**src/rtl/car_fleet_if.sv**
```systemverilog
// rtl/car_fleet_if.sv - control inputs and car position outputs of the car_fleet engine
interface car_fleet_if #(
  parameter int NUM_AI = 3,
  parameter int X_W    = 10,
  parameter int Y_W    = 9
);
  logic                    game_active;
  logic                    red_light;
  logic [1:0]              difficulty;
  logic [4*NUM_AI-1:0]     rand_val;
  logic                    move_up;
  logic                    move_down;
  logic                    move_forward;
  logic [X_W-1:0]          player_x;
  logic [Y_W-1:0]          player_y;
  logic [NUM_AI*X_W-1:0]   ai_x;
  logic [NUM_AI*Y_W-1:0]   ai_y;
  logic [NUM_AI:0]         finished;
  logic                    winner_valid;
  logic [2:0]              winner_id;
  logic                    violation;

  modport master (
    output game_active, red_light, difficulty, rand_val, move_up, move_down, move_forward,
    input  player_x, player_y, ai_x, ai_y, finished, winner_valid, winner_id, violation
  );

  modport slave (
    input  game_active, red_light, difficulty, rand_val, move_up, move_down, move_forward,
    output player_x, player_y, ai_x, ai_y, finished, winner_valid, winner_id, violation
  );
endinterface

```
**src/rtl/car_fleet.sv**
```systemverilog
// rtl/car_fleet.sv - player and AI car position engine with finish and winner tracking
module car_fleet #(
  parameter int NUM_AI      = 3,
  parameter int X_W         = 10,
  parameter int Y_W         = 9,
  parameter int START_X     = 50,
  parameter int START_Y0    = 120,
  parameter int LANE_PITCH  = 100,
  parameter int PLAYER_DIV  = 2_500_000,
  parameter int AI_DIV      = 5_000_000,
  parameter int PLAYER_STEP = 5,
  parameter int AI_STEP     = 10,
  parameter int LAT_STEP    = 5,
  parameter int X_MAX       = 600,
  parameter int Y_MIN       = 50,
  parameter int Y_MAX       = 430,
  parameter int FINISH_X    = 580
) (
  input  logic       clk,
  input  logic       reset,
  car_fleet_if.slave bus
);
  localparam logic [1:0] IDLE   = 2'd0;
  localparam logic [1:0] RACING = 2'd1;
  localparam logic [1:0] DONE   = 2'd2;

  localparam int PCW = (PLAYER_DIV > 1) ? $clog2(PLAYER_DIV) : 1;
  localparam int ACW = (AI_DIV > 1) ? $clog2(AI_DIV) : 1;
  localparam int XEW = X_W + 1;
  localparam int YEW = Y_W + 1;

  localparam logic [PCW-1:0] P_LAST   = PCW'(PLAYER_DIV - 1);
  localparam logic [ACW-1:0] A_LAST   = ACW'(AI_DIV - 1);
  localparam logic [X_W-1:0] XS       = X_W'(START_X);
  localparam logic [Y_W-1:0] YS0      = Y_W'(START_Y0);
  localparam logic [X_W:0]   XMAX_E   = XEW'(X_MAX);
  localparam logic [X_W:0]   XFIN_E   = XEW'(FINISH_X);
  localparam logic [X_W:0]   P_STEP_E = XEW'(PLAYER_STEP);
  localparam logic [X_W:0]   A_STEP_E = XEW'(AI_STEP);
  localparam logic [Y_W:0]   YMIN_E   = YEW'(Y_MIN);
  localparam logic [Y_W:0]   YMAX_E   = YEW'(Y_MAX);
  localparam logic [Y_W:0]   LAT_E    = YEW'(LAT_STEP);

  // Forward move, summed one bit wider so the clamp sees the true value.
  function automatic logic [X_W-1:0] x_fwd(input logic [X_W-1:0] x, input logic [X_W:0] step);
    logic [X_W:0] s;
    s = {1'b0, x} + step;
    return (s > XMAX_E) ? XMAX_E[X_W-1:0] : s[X_W-1:0];
  endfunction

  // Lateral move; up and down together cancel out.
  function automatic logic [Y_W-1:0] y_lat(input logic [Y_W-1:0] y, input logic up, input logic dn);
    logic [Y_W-1:0] r;
    r = y;
    if (up && !dn)
      r = ({1'b0, y} < YMIN_E + LAT_E) ? YMIN_E[Y_W-1:0] : y - LAT_E[Y_W-1:0];
    else if (dn && !up)
      r = ({1'b0, y} + LAT_E > YMAX_E) ? YMAX_E[Y_W-1:0] : y + LAT_E[Y_W-1:0];
    return r;
  endfunction

  function automatic logic [Y_W-1:0] ai_start_y(input int i);
    return Y_W'(START_Y0 + (i + 1) * LANE_PITCH);
  endfunction

  logic [1:0]     state;
  logic           ga_q;
  logic [1:0]     diff_q;
  logic [PCW-1:0] pcnt;
  logic [ACW-1:0] acnt;
  logic [X_W-1:0] px, px_n;
  logic [Y_W-1:0] py, py_n;
  logic [X_W-1:0] ax [NUM_AI];
  logic [X_W-1:0] ax_n [NUM_AI];
  logic [Y_W-1:0] ay [NUM_AI];
  logic [Y_W-1:0] ay_n [NUM_AI];
  logic [NUM_AI:0] finished, fin_n, hit;
  logic           winner_valid, win_n, violation, viol_n;
  logic [2:0]     winner_id, win_id_n;
  logic [3:0]     nib;
  logic           fwd_en;
  logic           p_tick, a_tick;

  assign p_tick = (state == RACING) && (pcnt == P_LAST);
  assign a_tick = (state == RACING) && (acnt == A_LAST);

  // Next positions for this cycle's ticks, plus finish and winner resolution.
  always_comb begin
    px_n   = px;
    py_n   = py;
    viol_n = 1'b0;
    nib    = 4'd0;
    fwd_en = 1'b0;
    if (p_tick) begin
      if (bus.red_light && bus.move_forward) begin
        px_n   = XS;
        viol_n = 1'b1;
      end else begin
        if (bus.move_forward) px_n = x_fwd(px, P_STEP_E);
        py_n = y_lat(py, bus.move_up, bus.move_down);
      end
    end
    for (int i = 0; i < NUM_AI; i++) begin
      ax_n[i] = ax[i];
      ay_n[i] = ay[i];
      nib = bus.rand_val[4*i +: 4];
      case (diff_q)
        2'd0:    fwd_en = &nib[1:0];
        2'd1:    fwd_en = nib[1];
        2'd2:    fwd_en = |nib[1:0];
        default: fwd_en = 1'b1;
      endcase
      if (a_tick) begin
        if (fwd_en && !bus.red_light) ax_n[i] = x_fwd(ax[i], A_STEP_E);
        ay_n[i] = y_lat(ay[i], nib[2], nib[3]);
      end
    end
    hit    = '0;
    hit[0] = ({1'b0, px_n} >= XFIN_E);
    for (int i = 0; i < NUM_AI; i++) hit[i+1] = ({1'b0, ax_n[i]} >= XFIN_E);
    fin_n    = finished | ((p_tick || a_tick) ? hit : '0);
    win_n    = (p_tick || a_tick) && (|fin_n);
    win_id_n = 3'd0;
    for (int k = NUM_AI; k >= 0; k--) if (fin_n[k]) win_id_n = 3'(k);
  end

  // Round FSM, tick counters and all registered car state.
  always_ff @(posedge clk or negedge reset) begin
    if (!reset) begin
      state        <= IDLE;
      ga_q         <= 1'b0;
      diff_q       <= 2'd0;
      pcnt         <= '0;
      acnt         <= '0;
      px           <= XS;
      py           <= YS0;
      finished     <= '0;
      winner_valid <= 1'b0;
      winner_id    <= 3'd0;
      violation    <= 1'b0;
      for (int i = 0; i < NUM_AI; i++) begin
        ax[i] <= XS;
        ay[i] <= ai_start_y(i);
      end
    end else begin
      ga_q      <= bus.game_active;
      violation <= 1'b0;
      case (state)
        IDLE: begin
          if (bus.game_active && !ga_q) begin
            state        <= RACING;
            diff_q       <= bus.difficulty;
            pcnt         <= '0;
            acnt         <= '0;
            px           <= XS;
            py           <= YS0;
            finished     <= '0;
            winner_valid <= 1'b0;
            winner_id    <= 3'd0;
            for (int i = 0; i < NUM_AI; i++) begin
              ax[i] <= XS;
              ay[i] <= ai_start_y(i);
            end
          end
        end
        RACING: begin
          if (!bus.game_active) begin
            state <= IDLE;
          end else begin
            pcnt      <= p_tick ? '0 : pcnt + 1'b1;
            acnt      <= a_tick ? '0 : acnt + 1'b1;
            px        <= px_n;
            py        <= py_n;
            violation <= viol_n;
            finished  <= fin_n;
            for (int i = 0; i < NUM_AI; i++) begin
              ax[i] <= ax_n[i];
              ay[i] <= ay_n[i];
            end
            if (win_n) begin
              winner_valid <= 1'b1;
              winner_id    <= win_id_n;
              state        <= DONE;
            end
          end
        end
        default: begin
          if (!bus.game_active) state <= IDLE;
        end
      endcase
    end
  end

  assign bus.player_x     = px;
  assign bus.player_y     = py;
  assign bus.finished     = finished;
  assign bus.winner_valid = winner_valid;
  assign bus.winner_id    = winner_id;
  assign bus.violation    = violation;

  for (genvar g = 0; g < NUM_AI; g++) begin : g_pack
    assign bus.ai_x[g*X_W +: X_W] = ax[g];
    assign bus.ai_y[g*Y_W +: Y_W] = ay[g];
  end
endmodule

```
**src/flat_wrapper.sv**
```systemverilog
// flat-port wrapper written by rule: the top's interface ports become plain ports
module car_fleet_flat 
#(
  parameter int NUM_AI      = 3,
  parameter int X_W         = 10,
  parameter int Y_W         = 9,
  parameter int START_X     = 50,
  parameter int START_Y0    = 120,
  parameter int LANE_PITCH  = 100,
  parameter int PLAYER_DIV  = 2_500_000,
  parameter int AI_DIV      = 5_000_000,
  parameter int PLAYER_STEP = 5,
  parameter int AI_STEP     = 10,
  parameter int LAT_STEP    = 5,
  parameter int X_MAX       = 600,
  parameter int Y_MIN       = 50,
  parameter int Y_MAX       = 430,
  parameter int FINISH_X    = 580
)
  (clk, reset, bus_game_active, bus_red_light, bus_difficulty, bus_rand_val, bus_move_up, bus_move_down, bus_move_forward, bus_player_x, bus_player_y, bus_ai_x, bus_ai_y, bus_finished, bus_winner_valid, bus_winner_id, bus_violation);
  car_fleet_if #(.NUM_AI(NUM_AI), .X_W(X_W), .Y_W(Y_W)) bus_i ();
  input  logic clk;
  input  logic reset;
  input wire logic [$bits(bus_i.game_active)-1:0] bus_game_active;
  input wire logic [$bits(bus_i.red_light)-1:0] bus_red_light;
  input wire logic [$bits(bus_i.difficulty)-1:0] bus_difficulty;
  input wire logic [$bits(bus_i.rand_val)-1:0] bus_rand_val;
  input wire logic [$bits(bus_i.move_up)-1:0] bus_move_up;
  input wire logic [$bits(bus_i.move_down)-1:0] bus_move_down;
  input wire logic [$bits(bus_i.move_forward)-1:0] bus_move_forward;
  output wire logic [$bits(bus_i.player_x)-1:0] bus_player_x;
  output wire logic [$bits(bus_i.player_y)-1:0] bus_player_y;
  output wire logic [$bits(bus_i.ai_x)-1:0] bus_ai_x;
  output wire logic [$bits(bus_i.ai_y)-1:0] bus_ai_y;
  output wire logic [$bits(bus_i.finished)-1:0] bus_finished;
  output wire logic [$bits(bus_i.winner_valid)-1:0] bus_winner_valid;
  output wire logic [$bits(bus_i.winner_id)-1:0] bus_winner_id;
  output wire logic [$bits(bus_i.violation)-1:0] bus_violation;
  assign bus_i.game_active = bus_game_active;
  assign bus_i.red_light = bus_red_light;
  assign bus_i.difficulty = bus_difficulty;
  assign bus_i.rand_val = bus_rand_val;
  assign bus_i.move_up = bus_move_up;
  assign bus_i.move_down = bus_move_down;
  assign bus_i.move_forward = bus_move_forward;
  assign bus_player_x = bus_i.player_x;
  assign bus_player_y = bus_i.player_y;
  assign bus_ai_x = bus_i.ai_x;
  assign bus_ai_y = bus_i.ai_y;
  assign bus_finished = bus_i.finished;
  assign bus_winner_valid = bus_i.winner_valid;
  assign bus_winner_id = bus_i.winner_id;
  assign bus_violation = bus_i.violation;
  car_fleet #(.NUM_AI(NUM_AI), .X_W(X_W), .Y_W(Y_W), .START_X(START_X), .START_Y0(START_Y0), .LANE_PITCH(LANE_PITCH), .PLAYER_DIV(PLAYER_DIV), .AI_DIV(AI_DIV), .PLAYER_STEP(PLAYER_STEP), .AI_STEP(AI_STEP), .LAT_STEP(LAT_STEP), .X_MAX(X_MAX), .Y_MIN(Y_MIN), .Y_MAX(Y_MAX), .FINISH_X(FINISH_X)) u_core (.clk(clk), .reset(reset), .bus(bus_i));
endmodule
```
**config.mk**
```make
export PLATFORM = sky130hd
export DESIGN_NAME = car_fleet_flat
export DESIGN_NICKNAME = d
export VERILOG_FILES = /design/src/rtl/car_fleet_if.sv /design/src/rtl/car_fleet.sv /design/src/flat_wrapper.sv
export SDC_FILE = /design/constraint.sdc
export NUM_CORES = 1
export LEC_CHECK = 0
export ABC_AREA = 1
export CAP_MARGIN = 40
export CORE_UTILIZATION = 65
export DETAILED_ROUTE_END_ITERATION = 10
export DONT_BUFFER_PORTS = 1
export GPL_TIMING_DRIVEN = 0
export MAX_ROUTING_LAYER = met4
export PLACE_DENSITY_LB_ADDON = 0.12
export SLEW_MARGIN = 20
export SYNTH_ARGS = -nofsm -noshare
export SYNTH_HDL_FRONTEND = slang
export SYNTH_SLANG_ARGS = --single-unit
```
**constraint.sdc**
```tcl
create_clock -name clk -period 4.1 [get_ports clk]
set_input_delay 1.23 -clock clk [delete_from_list [all_inputs] [get_ports clk]]
set_output_delay 1.23 -clock clk [all_outputs]
set_load 0.03 [all_outputs]
```
Yosys cells after proc, flatten, opt, wreduce, memory -nomap -nowiden
Cells that the tools add are included.
{ "totals": {"register_bits": 135, "out_inout_bits": 85, "elab_cells": 196} }
{ "classes": {"n_mux": 82, "n_addsub": 18, "n_reduce_logical": 45, "n_lt_le_gt_ge": 16, "bitwise_logic": 1, "n_eq_ne": 17} }
{ "ops": {"columns": ["cell", "count"], "rows": [
  ["9-bit two-way mux", 23],
  ["10-bit two-way mux", 15],
  ["23-bit two-way mux", 3],
  ["22-bit two-way mux", 3],
  ["30-bit two-way mux", 2],
  ["30-bit case mux with 2 select lines", 1],
  ["27-bit two-way mux", 2],
  ["27-bit case mux with 2 select lines", 1],
  ["23-bit case mux with 2 select lines", 1],
  ["11-bit by 10-bit > comparator with 1-bit output (second input constant)", 4],
  ["22-bit case mux with 2 select lines", 1],
  ["9-bit by 3-bit adder with 10-bit output (second input constant)", 4],
  ["10-bit >= comparator (second input constant)", 4],
  ["10-bit by 9-bit > comparator with 1-bit output (second input constant)", 4],
  ["9-bit by 3-bit adder with 9-bit output (second input constant)", 4],
  ["9-bit by 6-bit less-than comparator with 1-bit output (second input constant)", 4],
  ["9-bit by 3-bit subtractor with 9-bit output (second input constant)", 4],
  ["10-bit by 4-bit adder with 11-bit output (second input constant)", 3],
  ["23-bit by 1-bit adder with 23-bit output (second input constant)", 1],
  ["23-bit equality test (second input constant)", 1],
  ["22-bit by 1-bit adder with 22-bit output (second input constant)", 1],
  ["22-bit equality test (second input constant)", 1],
  ["10-bit case mux with 2 select lines", 1],
  ["9-bit case mux with 2 select lines", 1],
  ["30 further kinds", 90]
]} }

Depth between registers and ports, before layout
Gate-level depths: netlist of run 1.
{ "logic_depth": {"ltp_word": 16, "mapped_depth": 26} }

Least setup slack after synthesis of run 1
No wires, ideal clock.
{ "synth_timing": {"path_type": "in2reg", "from": "in bus_game_active", "to": "reg u_core.ay (netlist bit u_core.bus.ai_y[12])", "stages": 11, "t_required_ps": 4017, "setup_time_ps": 83, "arrival_time_ps": 2915, "path_slack_ps": 1103, "n_path_buf": 1, "cell_sequence": "inv_1 -> nor3_4 -> nor2_1 -> buf_2 -> nor2_4 -> inv_2 -> a21oi_4 -> nand2_1 -> a41oi_1 -> nand3_1 -> o21ai_0"} }
{ "synth_between": {"elab_chain_len": 3, "elab_cells_between_ends": 4} }
{ "synth_rtl": {"columns": ["item", "line", "rtl"], "rows": [
  ["from (decl)", "flat_wrapper.sv:24", "input wire logic [$bits(bus_i.game_active)-1:0] bus_game_active;"],
  ["1-bit logical AND", "car_fleet.sv:150", "if (bus.game_active && !ga_q) begin"],
  ["2-bit by 1-bit inequality test with 1-bit output (no line)", null, null],
  ["5-bit AND reduction (no line) *", null, null],
  ["to (signal, indexed assignment)", "car_fleet.sv:143", "ay[i] <= ai_start_y(i);"],
  ["to (signal, indexed assignment)", "car_fleet.sv:162", "ay[i] <= ai_start_y(i);"],
  ["to (signal, indexed assignment)", "car_fleet.sv:178", "ay[i] <= ay_n[i];"],
  ["to (decl)", "car_fleet.sv:75", "logic [Y_W-1:0] ay [NUM_AI];"]
]} }
Every way passes the cells marked *; elsewhere a longest branch is shown, timed or not.
A chain may end at the register's enable or synchronous reset.

Worst setup path in the final report of run 1
{ "layout_timing": {"from": "in bus_game_active", "to": "reg u_core.ay (netlist bit u_core.bus.ai_y[11])"} }
Same word-level chain as after synthesis.

==> impl_metrics.json, run 1 <==
{
  "synth-main-ff-cell": "dfrtp_1",
  "crit-reg2reg-launch": "u_core.bus.ai_x[1]",
  "track_usage_pct": 35.89,
  "wl_per_cell_um": 16.08,
  "rrSetupSlack_ns": 0.96,
  "worst_slew_pin_slew_ns": 0.7980,
  "vias": 9349,
  "layout_commonest_cell": "nand2_1",
  "ir_drop_mv": 0.2935,
  "grt_antenna_before_repair": 0,
  "numCtsBuffers": 17,
  "path_max_fanout": 10,
  "rsz0062_at_grt": "false",
  "crit_arrival_ns": 3.73,
  "final_area_mm2": 0.01038,
  "clock_latency_ns": 0.43,
  "path_buf_inv": 3,
  "period_needed_ns": 3.387,
  "fp.dieH_um": 123.4,
  "grt_pass1_vias": 8642,
  "utilization_pct": 73.63,
  "cts_hold_buf": 0,
  "final_cell_count_no_fill": 1566,
  "r2r_end": "u_core.bus.winner_id[0]",
  "num_rows": 43,
  "ff_latch_area_mm2": 0.003387,
  "yosysSeqAreaShare_pct": 35.38,
  "grt_overflow": 0,
  "io_buffers": 0,
  "fin_ws_ns": 0.7131,
  "diodes": 0,
  "synthArstFlopShare_pct": 100.0,
  "avgSynthCellArea_um2": 7.075,
  "cap_violations": 0,
  "fmax_ghz": 0.2953,
  "clk_pin_slew_ns": 0.06,
  "routabilityCongestion": 0.9669,
  "place_inst": 1534,
  "drive_gt1_share_pct": 9.812,
  "relSlewSlack_pct": 46.61,
  "dp_hpwl_mm": 18.13,
  "root_buffer": "clkbuf_16",
  "synth_edf_count": 0,
  "cts_tree": "yes",
  "finalNetCount": 1417,
  "netlist_instances": 1353,
  "hold_class": "primary input to async pin",
  "fillers": 1138,
  "multiInputGateArea_mm2": 0.005285,
  "finalHoldViolCount": 0,
  "r2r_cells": 23,
  "drtIter0Drc": 782,
  "dieArea_mm2": 0.01522,
  "grt_pass1_wl_mm": 40.99,
  "post-cts-setup-buffer-count": 0,
  "worstPathRequired_ns": 4.45,
  "crit_path_start_kind": "primary input",
  "crit_chain": "inv_1 > nor3_4 > nor2_1 > buf_2 > nor2_4 > inv_2 > a21oi_4 > nand2_1 > a41oi_1 > nand3_1 > o21ai_0",
  "grt_start_max_net_pins": 135,
  "wl_mm": 25.18,
  "coreArea_mm2": 0.01410,
  "die_width_um": 123.4,
  "dp_slack_ns": 0.2813,
  "post_dp_cell_area_mm2": 0.009809,
  "synth.distinct_cells": 63,
  "route.detailed.drc": 0,
  "p_total_mw": 4.588,
  "cts_sinks": 134,
  "fin_skew_ns": 0.008936,
  "slowest_delay_ns": 0.49,
  "syn-cell-area_mm2": 0.009573,
  "initial_core_util_pct": 67.91,
  "first_pass_iters": 5,
  "crit_type": "primary input to register",
  "synth-seq-cells": 134,
  "ys.warnings.count": 0,
  "crit_path_end_kind": "register",
  "finalSetupViolCount": 0,
  "finalCritPeriodShare_pct": 82.61,
  "fin_tns_setup_ns": 0,
  "path_delay_family": "simple AND/OR/NAND/NOR gates",
  "htreeDepth": 4,
  "area_growth_pct": 8.417,
  "power.leakage_nw": 4.887,
  "crit_slowest_cell": "nor3_4",
  "ctsResizeCount": 0,
  "outcome": "complete, no violations",
  "synth_fp_nets": 1397,
  "avgViaCountPerCell": 5.970,
  "slew_violations": 0,
  "postRouteAntennaNets": 0,
  "p_per_area_mw_per_mm2": 442.0,
  "mostFrequentLayoutCells": "nand2_1 (308), inv_1 (181), nor2_1 (133), dfrtp_1 (107), nand3_1 (92)",
  "ios": 106,
  "hold_ws_ns": 0.4934,
  "cts_buffer_depth": 2
}
-- registers in the layout, indices dropped and copies added, names as in the netlist --
signal and cells:
u_core.pcnt 22, u_core.bus.player_y 9, u_core.ga_q 1, u_core.bus.player_x 10
u_core.bus.ai_x 30, u_core.acnt 23, u_core.bus.ai_y 27, u_core.diff_q 2
u_core.bus.winner_valid 1, u_core.bus.violation 1, u_core.bus.finished 4, u_core.bus.winner_id 2
u_core.state 2
-- cells in the mapped netlist (2+ instances only) --
library cell	n	share of area, %
dfstp_2	27	7.4
buf_4	3	0.24
buf_2	5	0.26
nor2_8	3	0.63
a32oi_1	3	0.27
o31ai_1	4	0.31
nor2_2	7	0.46
o22ai_1	27	1.8
nand2_2	6	0.39
a21oi_4	2	0.34
o21a_1	2	0.16
inv_1	181	7.1
ha_1	23	3.0
nand4_1	24	1.6
o221ai_1	2	0.18
nand3_2	2	0.21
a22oi_1	15	1.2
xor2_1	45	4.1
o32ai_1	8	0.73
nor2_4	7	0.82
nand3_1	92	4.8
o41ai_1	5	0.46
o21ai_0	89	4.7
dfrtp_1	107	28
clkbuf_1	14	0.55
nand2_1	308	12
o211ai_1	4	0.31
a31oi_1	7	0.46
a211oi_1	2	0.16
clkinv_1	2	0.078
xnor2_1	5	0.46
a21oi_1	65	3.4
o21ai_1	10	0.52
nand3_4	2	0.37
nor3_1	34	1.8
nor4_1	9	0.59
nand2_4	3	0.35
buf_1	3	0.12
inv_2	25	0.98
nor2_1	133	5.2
nor3_2	6	0.63
or2_2	3	0.20
nand3b_1	9	0.71
-- power breakdown --
group | total [mW] | internal, mW | switching [mW]
clock | 1.51 | 0.919 | 0.590
combinational | 1.21 | 0.411 | 0.798
sequential | 1.87 | 1.49 | 0.377
total | 4.59 | 2.82 | 1.76
-- area by class of cell --
type | count | share of cell area (%)
Multi-Input combinational cell | 985 | 50.92
Sequential cell | 134 | 32.63
Inverter | 209 | 7.607
Clock buffer | 22 | 4.473
Tap cell | 180 | 2.170
Buffer | 25 | 1.073
Clock inverter | 10 | 1.013
Timing Repair Buffer | 1 | 0.1085
-- logic make-up (layout without fill, tap and decap cells) --
family | after synthesis | in the layout | synth area share, %
xor gates and xnor gates | 50 | 50 | 4.575
AOI/OAI and AO/OA | 255 | 255 | 15.83
other | 1 | 1 | 0.03917
DFF | 134 | 134 | 35.38
adders and majority gates | 23 | 23 | 3.006
buffers and inverters | 234 | 267 | 9.410
and+or+nand+nor | 656 | 656 | 31.76
-- per-layer routing --
| layer | track usage (%) | up-vias | routed length [µm] |
|---|---|---|---|
| met5 | - | - | 0 |
| met4 | 14.08 | 0 | 669 |
| met3 | 6.873 | 56 | 1986 |
| met2 | 55.45 | 371 | 11460 |
| met1 | 46.64 | 4377 | 11060 |
| li1 | - | 4545 | - |
-- how the worst max path moves through the flow --
| stage | from | endpoint | slack [ns] | depth (start not counted) |
|---|---|---|---|---|
| finish | bus_game_active | u_core.bus.ai_y[11] | 0.71 | 11 |
| global route | bus_game_active | u_core.bus.ai_y[9] | 0.54 | 11 |
| CTS | bus_game_active | u_core.bus.ai_y[11] | 0.73 | 11 |
| detailed placement | bus_game_active | u_core.bus.ai_y[11] | 0.28 | 11 |
| global placement | bus_game_active | u_core.bus.ai_y[16] | 0.22 | 11 |
| floorplan | bus_game_active | u_core.bus.ai_y[12] | 1.10 | 11 |
(Power assumes the default switching activity.)
==> run 2, diff against run 1 <==
==> constraint.sdc (replaced) <==
create_clock -name clk -period 3.15 [get_ports clk]
set_input_delay 0.945 -clock clk [delete_from_list [all_inputs] [get_ports clk]]
set_output_delay 0.945 -clock clk [all_outputs]
set_load 0.03 [all_outputs]
==> run 2 against run 1 <==
Compared with the run above: utilization is 1.5 points higher; first-iteration DRC count is 2.6% higher; register-to-register slack worse by 0.75 ns; highest routed layer unchanged; sequential share of layout area is 0.54 points lower; global-route usage stayed put; via count is 1.2% higher; critical path depth is 10 higher; sequential power is 30% higher; cell count is 0.57% higher; clock skew is 0.0023 ns higher; largest power group unchanged; routed wire length is 2.2% higher.
==> impl_metrics.json, run 2 (synthesis results as in run 1) <==
{
  "fin_tns_setup_ns": 0,
  "fin_skew_ns": 0.01123,
  "crit_slowest_cell": "dfstp_4",
  "post_dp_cell_area_mm2": 0.009809,
  "crit_path_end_kind": "register",
  "grt_overflow": 0,
  "wl_mm": 25.73,
  "ir_drop_mv": 0.3969,
  "grt_start_max_net_pins": 135,
  "outcome": "complete, no violations",
  "coreArea_mm2": 0.01410,
  "path_max_fanout": 7,
  "worst_slew_pin_slew_ns": 0.7933,
  "period_needed_ns": 2.944,
  "routabilityCongestion": 0.9669,
  "utilization_pct": 75.09,
  "crit_arrival_ns": 3.31,
  "track_usage_pct": 35.89,
  "first_pass_iters": 7,
  "worstPathRequired_ns": 3.52,
  "die_width_um": 123.4,
  "relSlewSlack_pct": 46.92,
  "root_buffer": "clkbuf_16",
  "postRouteAntennaNets": 0,
  "clock_latency_ns": 0.43,
  "finalCritPeriodShare_pct": 93.45,
  "ff_latch_area_mm2": 0.003397,
  "final_area_mm2": 0.01059,
  "p_per_area_mw_per_mm2": 565.1,
  "num_rows": 43,
  "crit_path_start_kind": "register",
  "slew_violations": 0,
  "crit_type": "register to register",
  "finalSetupViolCount": 0,
  "fin_ws_ns": 0.2065,
  "hold_class": "primary input to async pin",
  "vias": 9457,
  "route.detailed.drc": 0,
  "wl_per_cell_um": 16.34,
  "fmax_ghz": 0.3397,
  "finalNetCount": 1426,
  "avgViaCountPerCell": 6.004,
  "io_buffers": 0,
  "finalHoldViolCount": 0,
  "drive_gt1_share_pct": 11.90,
  "area_growth_pct": 10.57,
  "fillers": 1097,
  "diodes": 0,
  "initial_core_util_pct": 67.91,
  "cts_buffer_depth": 2,
  "crit_top_cell": "nand2_1",
  "drtIter0Drc": 802,
  "multiInputGateArea_mm2": 0.005421,
  "grt_antenna_before_repair": 0,
  "dieArea_mm2": 0.01522,
  "p_total_mw": 5.981,
  "dp_slack_ns": -0.3837,
  "largest_register_ffs": 30,
  "layout_commonest_cell": "nand2_1",
  "clk_pin_slew_ns": 0.06,
  "ios": 106,
  "grt_pass1_wl_mm": 40.99,
  "cap_violations": 0,
  "htreeDepth": 4,
  "power.leakage_nw": 4.961,
  "mostFrequentLayoutCells": "nand2_1 (299), inv_1 (181), nor2_1 (130), dfrtp_1 (105), nand3_1 (92)",
  "dp_hpwl_mm": 18.13,
  "slowest_delay_ns": 0.71,
  "crit_chain": "ha_4 > o21ai_1 > nor2_2 > nand2_2 > nor2_1 > nand3_1 > nand2_1 > nand2_4 > nand3_1 > o21ai_1 > nor2_2 > nand2_1 > nand2_1 > nand2_1 > nand2_1 > nand2_1 > nor2_4 > nand2_2 > nand3_4 > nand3_1 > nand2_1",
  "numCtsBuffers": 17,
  "grt_pass1_vias": 8642,
  "cts_sinks": 134,
  "cts_tree": "yes",
  "fp.dieH_um": 123.4
}
[run 2: cell count changes in the layout (fill, tap and decap cells not counted), moves of 2 or more]
cell / before / now
xor2_2: 0 / 3
ha_1: 23 / 19
dfrtp_2: 0 / 2
nand2_2: 6 / 13
xor2_1: 45 / 42
nor2_1: 133 / 130
buf_4: 3 / 11
nand2_4: 3 / 6
dfrtp_1: 107 / 105
nand2_1: 308 / 299
ha_4: 0 / 4
dfstp_4: 0 / 2
dfstp_2: 27 / 25
nor2_2: 7 / 9
[run 2: per-stage QoR]
stage,hold slack [ns],std cells
floorplan,0.4551,1353
global placement,0.4807,1533
detailed placement,0.4834,1534
CTS,0.1990,1566
global route,0.2035,1575
finish,0.2137,1575
[run 2: report_power, final]
part           internal [mW]  total, mW  leakage, nW  switching, mW
clock                   1.20       1.96        0.279          0.763
sequential              1.94       2.44         1.76          0.492
combinational          0.540       1.59         2.93           1.05
[run 2: worst paths after layout]
check,startpoint,endpoint,slack [ns],cells past startpoint
worst max-delay path,u_core.bus.ai_x[1],u_core.bus.winner_id[0],0.21,21
worst min-delay path,reset,u_core.bus.ai_y[1],0.21,0
worst max register to register,u_core.bus.ai_x[1],u_core.bus.winner_id[0],0.21,21
worst min register to register,u_core.acnt[13],u_core.acnt[13],0.50,1
max in group asynchronous,reset,u_core.bus.player_y[4],2.67,0
min in group clk,u_core.acnt[13],u_core.acnt[13],0.50,1
[run 2: what timing repair did]
| action | in CTS | in global routing |
|---|---|---|
| gates resized for setup | 0 | 32 |
| hold buffers | 0 | 0 |
| buffers inserted | 0 | 8 |
| endpoints found under the setup margin | 0 | 9 |
[run 2: metal layers]
layer  track usage, %  share of wire (%)  vias to the layer above
met1            46.64                 43                     4431
met4            14.08                2.7                        0
li1                 -                  -                     4554
met3            6.873                7.8                       59
met5                -                  0                        -
met2            55.45                 46                      413
[run 2: critical path: cells and delay by family (launching register included)]
kind / cells / cell delay (ns)
adder cells (fa/ha/maj): 1 / 0.16
AND/OR/NAND/NOR: 18 / 1.82
flip-flops: 1 / 0.71
AO/OA/AOI/OAI: 2 / 0.18
[run 2: cell type report]
cell class / count / share of cell area [%]
Multi-Input combinational cell: 986 / 51.22
Sequential cell: 134 / 32.09
Inverter: 209 / 7.459
Clock buffer: 22 / 4.385
Tap cell: 180 / 2.128
Buffer: 25 / 1.052
Clock inverter: 10 / 0.9929
Timing Repair Buffer: 9 / 0.6738
==> run 3, diff against run 2 <==
--- a/config.mk
+++ b/config.mk
@@ -12,7 +12,7 @@
 export DONT_BUFFER_PORTS = 1
 export GPL_TIMING_DRIVEN = 0
 export MAX_ROUTING_LAYER = met4
-export PLACE_DENSITY_LB_ADDON = 0.12
+export PLACE_DENSITY = 0.86
 export SLEW_MARGIN = 20
 export SYNTH_ARGS = -nofsm -noshare
 export SYNTH_HDL_FRONTEND = slang
==> run 3 against run 2 <==
Compared with the run above: sequential power is essentially flat; critical endpoint is now u_core.state[1]; design area fell by 0.84%; largest power group unchanged; total power fell by 0.41%; largest cell class unchanged; count of clock-buffer cells in the layout decreased by 4.
==> impl_metrics.json, run 3 (synthesis results as in run 1) <==
{
  "p_int_mw": 3.588,
  "finalSetupViolCount": 0,
  "first_pass_iters": 5,
  "grt_pass1_vias": 8709,
  "finalHoldViolCount": 0,
  "wl_per_cell_um": 16.63,
  "htreeDepth": 4,
  "numCtsBuffers": 17,
  "dieArea_mm2": 0.01522,
  "crit_type": "register to register",
  "utilization_pct": 74.46,
  "mostFrequentLayoutCells": "nand2_1 (302), inv_1 (181), nor2_1 (131), dfrtp_1 (106), nand3_1 (92)",
  "die_width_um": 123.4,
  "worstSetupStartpoint": "u_core.bus.player_x[1]",
  "fin_tns_setup_ns": 0,
  "fmax_ghz": 0.3306,
  "grt_start_max_net_pins": 135,
  "crit_path_start_kind": "register",
  "rrSetupSlack_ns": 0.13,
  "switchingPower_mw": 2.369,
  "slew_violations": 0,
  "route.detailed.drc": 0,
  "dp_hpwl_mm": 18.38,
  "diodes": 0,
  "p_per_area_mw_per_mm2": 567.5,
  "area_growth_pct": 9.646,
  "post_dp_cell_area_mm2": 0.009798,
  "outcome": "complete, no violations",
  "cts_tree": "yes",
  "final_area_mm2": 0.01050,
  "p_total_mw": 5.957,
  "clockPowerShare_pct": 32.4,
  "ios": 106,
  "vias": 9629,
  "power_frac_comb_pct": 26.6,
  "ir_drop_mv": 0.3776,
  "coreArea_mm2": 0.01410,
  "clock_latency_ns": 0.43,
  "final_cell_count_no_fill": 1570,
  "initial_core_util_pct": 67.91,
  "hold_class": "primary input to async pin",
  "finalCritPeriodShare_pct": 96.02,
  "track_usage_pct": 35.86,
  "p_sw_share_pct": 39.77,
  "io_buffers": 0,
  "period_needed_ns": 3.025,
  "hold_ws_ns": 0.2059,
  "routabilityCongestion": 1.021,
  "largest_register_ffs": 30,
  "num_rows": 43,
  "layout_commonest_cell": "nand2_1",
  "crit_path_end_kind": "register",
  "dp_slack_ns": -0.4773,
  "crit_arrival_ns": 3.31,
  "cap_violations": 0,
  "cts_buffer_depth": 2,
  "fp.dieH_um": 123.4,
  "grt_pass1_wl_mm": 41.06,
  "seqPwrFrac_pct": 41.0,
  "worst_slew_pin_slew_ns": 0.8269,
  "avgViaCountPerCell": 6.133,
  "relSlewSlack_pct": 44.67,
  "cts_sinks": 134,
  "wl_mm": 26.12,
  "root_buffer": "clkbuf_16",
  "finalNetCount": 1421,
  "fin_skew_ns": 0.005489,
  "crit-reg2reg-launch": "u_core.bus.player_x[1]",
  "r2r_cells": 24,
  "clk_pin_slew_ns": 0.06,
  "postRouteAntennaNets": 0,
  "drtIter0Drc": 897,
  "power.leakage_nw": 4.924,
  "path_max_fanout": 6,
  "place_inst": 1533,
  "fin_ws_ns": 0.1254,
  "critPathCapture": "u_core.state[1]",
  "grt_overflow": 0,
  "r2r_end": "u_core.state[1]",
  "worstPathRequired_ns": 3.44,
  "grt_antenna_before_repair": 0,
  "drive_gt1_share_pct": 11.29
}
[run 3: routing by layer]
metal / track usage (%) / routed length (µm) / share of wire, %
met5: - / 0 / 0
met4: 14.46 / 809 / 3.1
met3: 7.749 / 2140 / 8.2
met2: 56.04 / 12250 / 47
met1: 45.33 / 10920 / 42
[run 3: worst max-delay path: stages (launching register included)]
cell and delay (ns):
dfstp_4 0.72, ha_4 0.17, inv_2 0.04, nand2_2 0.07, nand2_2 0.08, nor2_4 0.15
nand2_1 0.07, nand2_1 0.06, nand2_1 0.07, nor2_1 0.11, nand2_2 0.10, nand2_4 0.09
nand2_1 0.07, nand2_1 0.08, nand2_1 0.09, nor2_2 0.12, nand2_1 0.07, nand2_1 0.07
nand2_1 0.07, nand2_1 0.09, nand2_2 0.10, nor2_4 0.13, nand2_2 0.09, nand3_4 0.10
o31ai_1 0.09
[run 3: worst min path at each step]
stage,from,end,slack (ns),cells after the start
after floorplan,u_core.acnt[13],u_core.acnt[13],0.46,1
after global placement,u_core.acnt[13],u_core.acnt[13],0.48,1
after detailed placement,u_core.acnt[13],u_core.acnt[13],0.49,1
after CTS,reset,u_core.bus.ai_y[11],0.20,0
after global routing,reset,u_core.bus.ai_y[1],0.19,0
final,reset,u_core.bus.ai_y[0],0.21,0
[run 3: cell type report]
type / count / area (µm²)
multi-input combinational: 986 / 5381
fill: 1061 / 3600
sequential: 134 / 3392
inverter: 209 / 789.5
clock buffer: 18 / 439.2
tap: 180 / 225.2
clock inverter: 14 / 127.6
buffer: 25 / 111.4
timing repair buffer: 4 / 30.03
[run 3: power by group through the flow]
stage,sequential [mW],combinational (mW),clock (mW)
floorplan,2.40,1.22,0
global placement,2.46,1.51,0
detailed placement,2.47,1.54,0
CTS,2.44,1.55,1.94
global route,2.48,1.79,2.01
finish,2.44,1.58,1.93
[run 3: repair_timing]
item | in CTS | in global routing
endpoints found under the setup margin | 1 | 6
pin swaps | 0 | 3
gates resized for setup | 1 | 20
cloned | 0 | 1
hold buffers | 0 | 0
setup buffers | 0 | 4
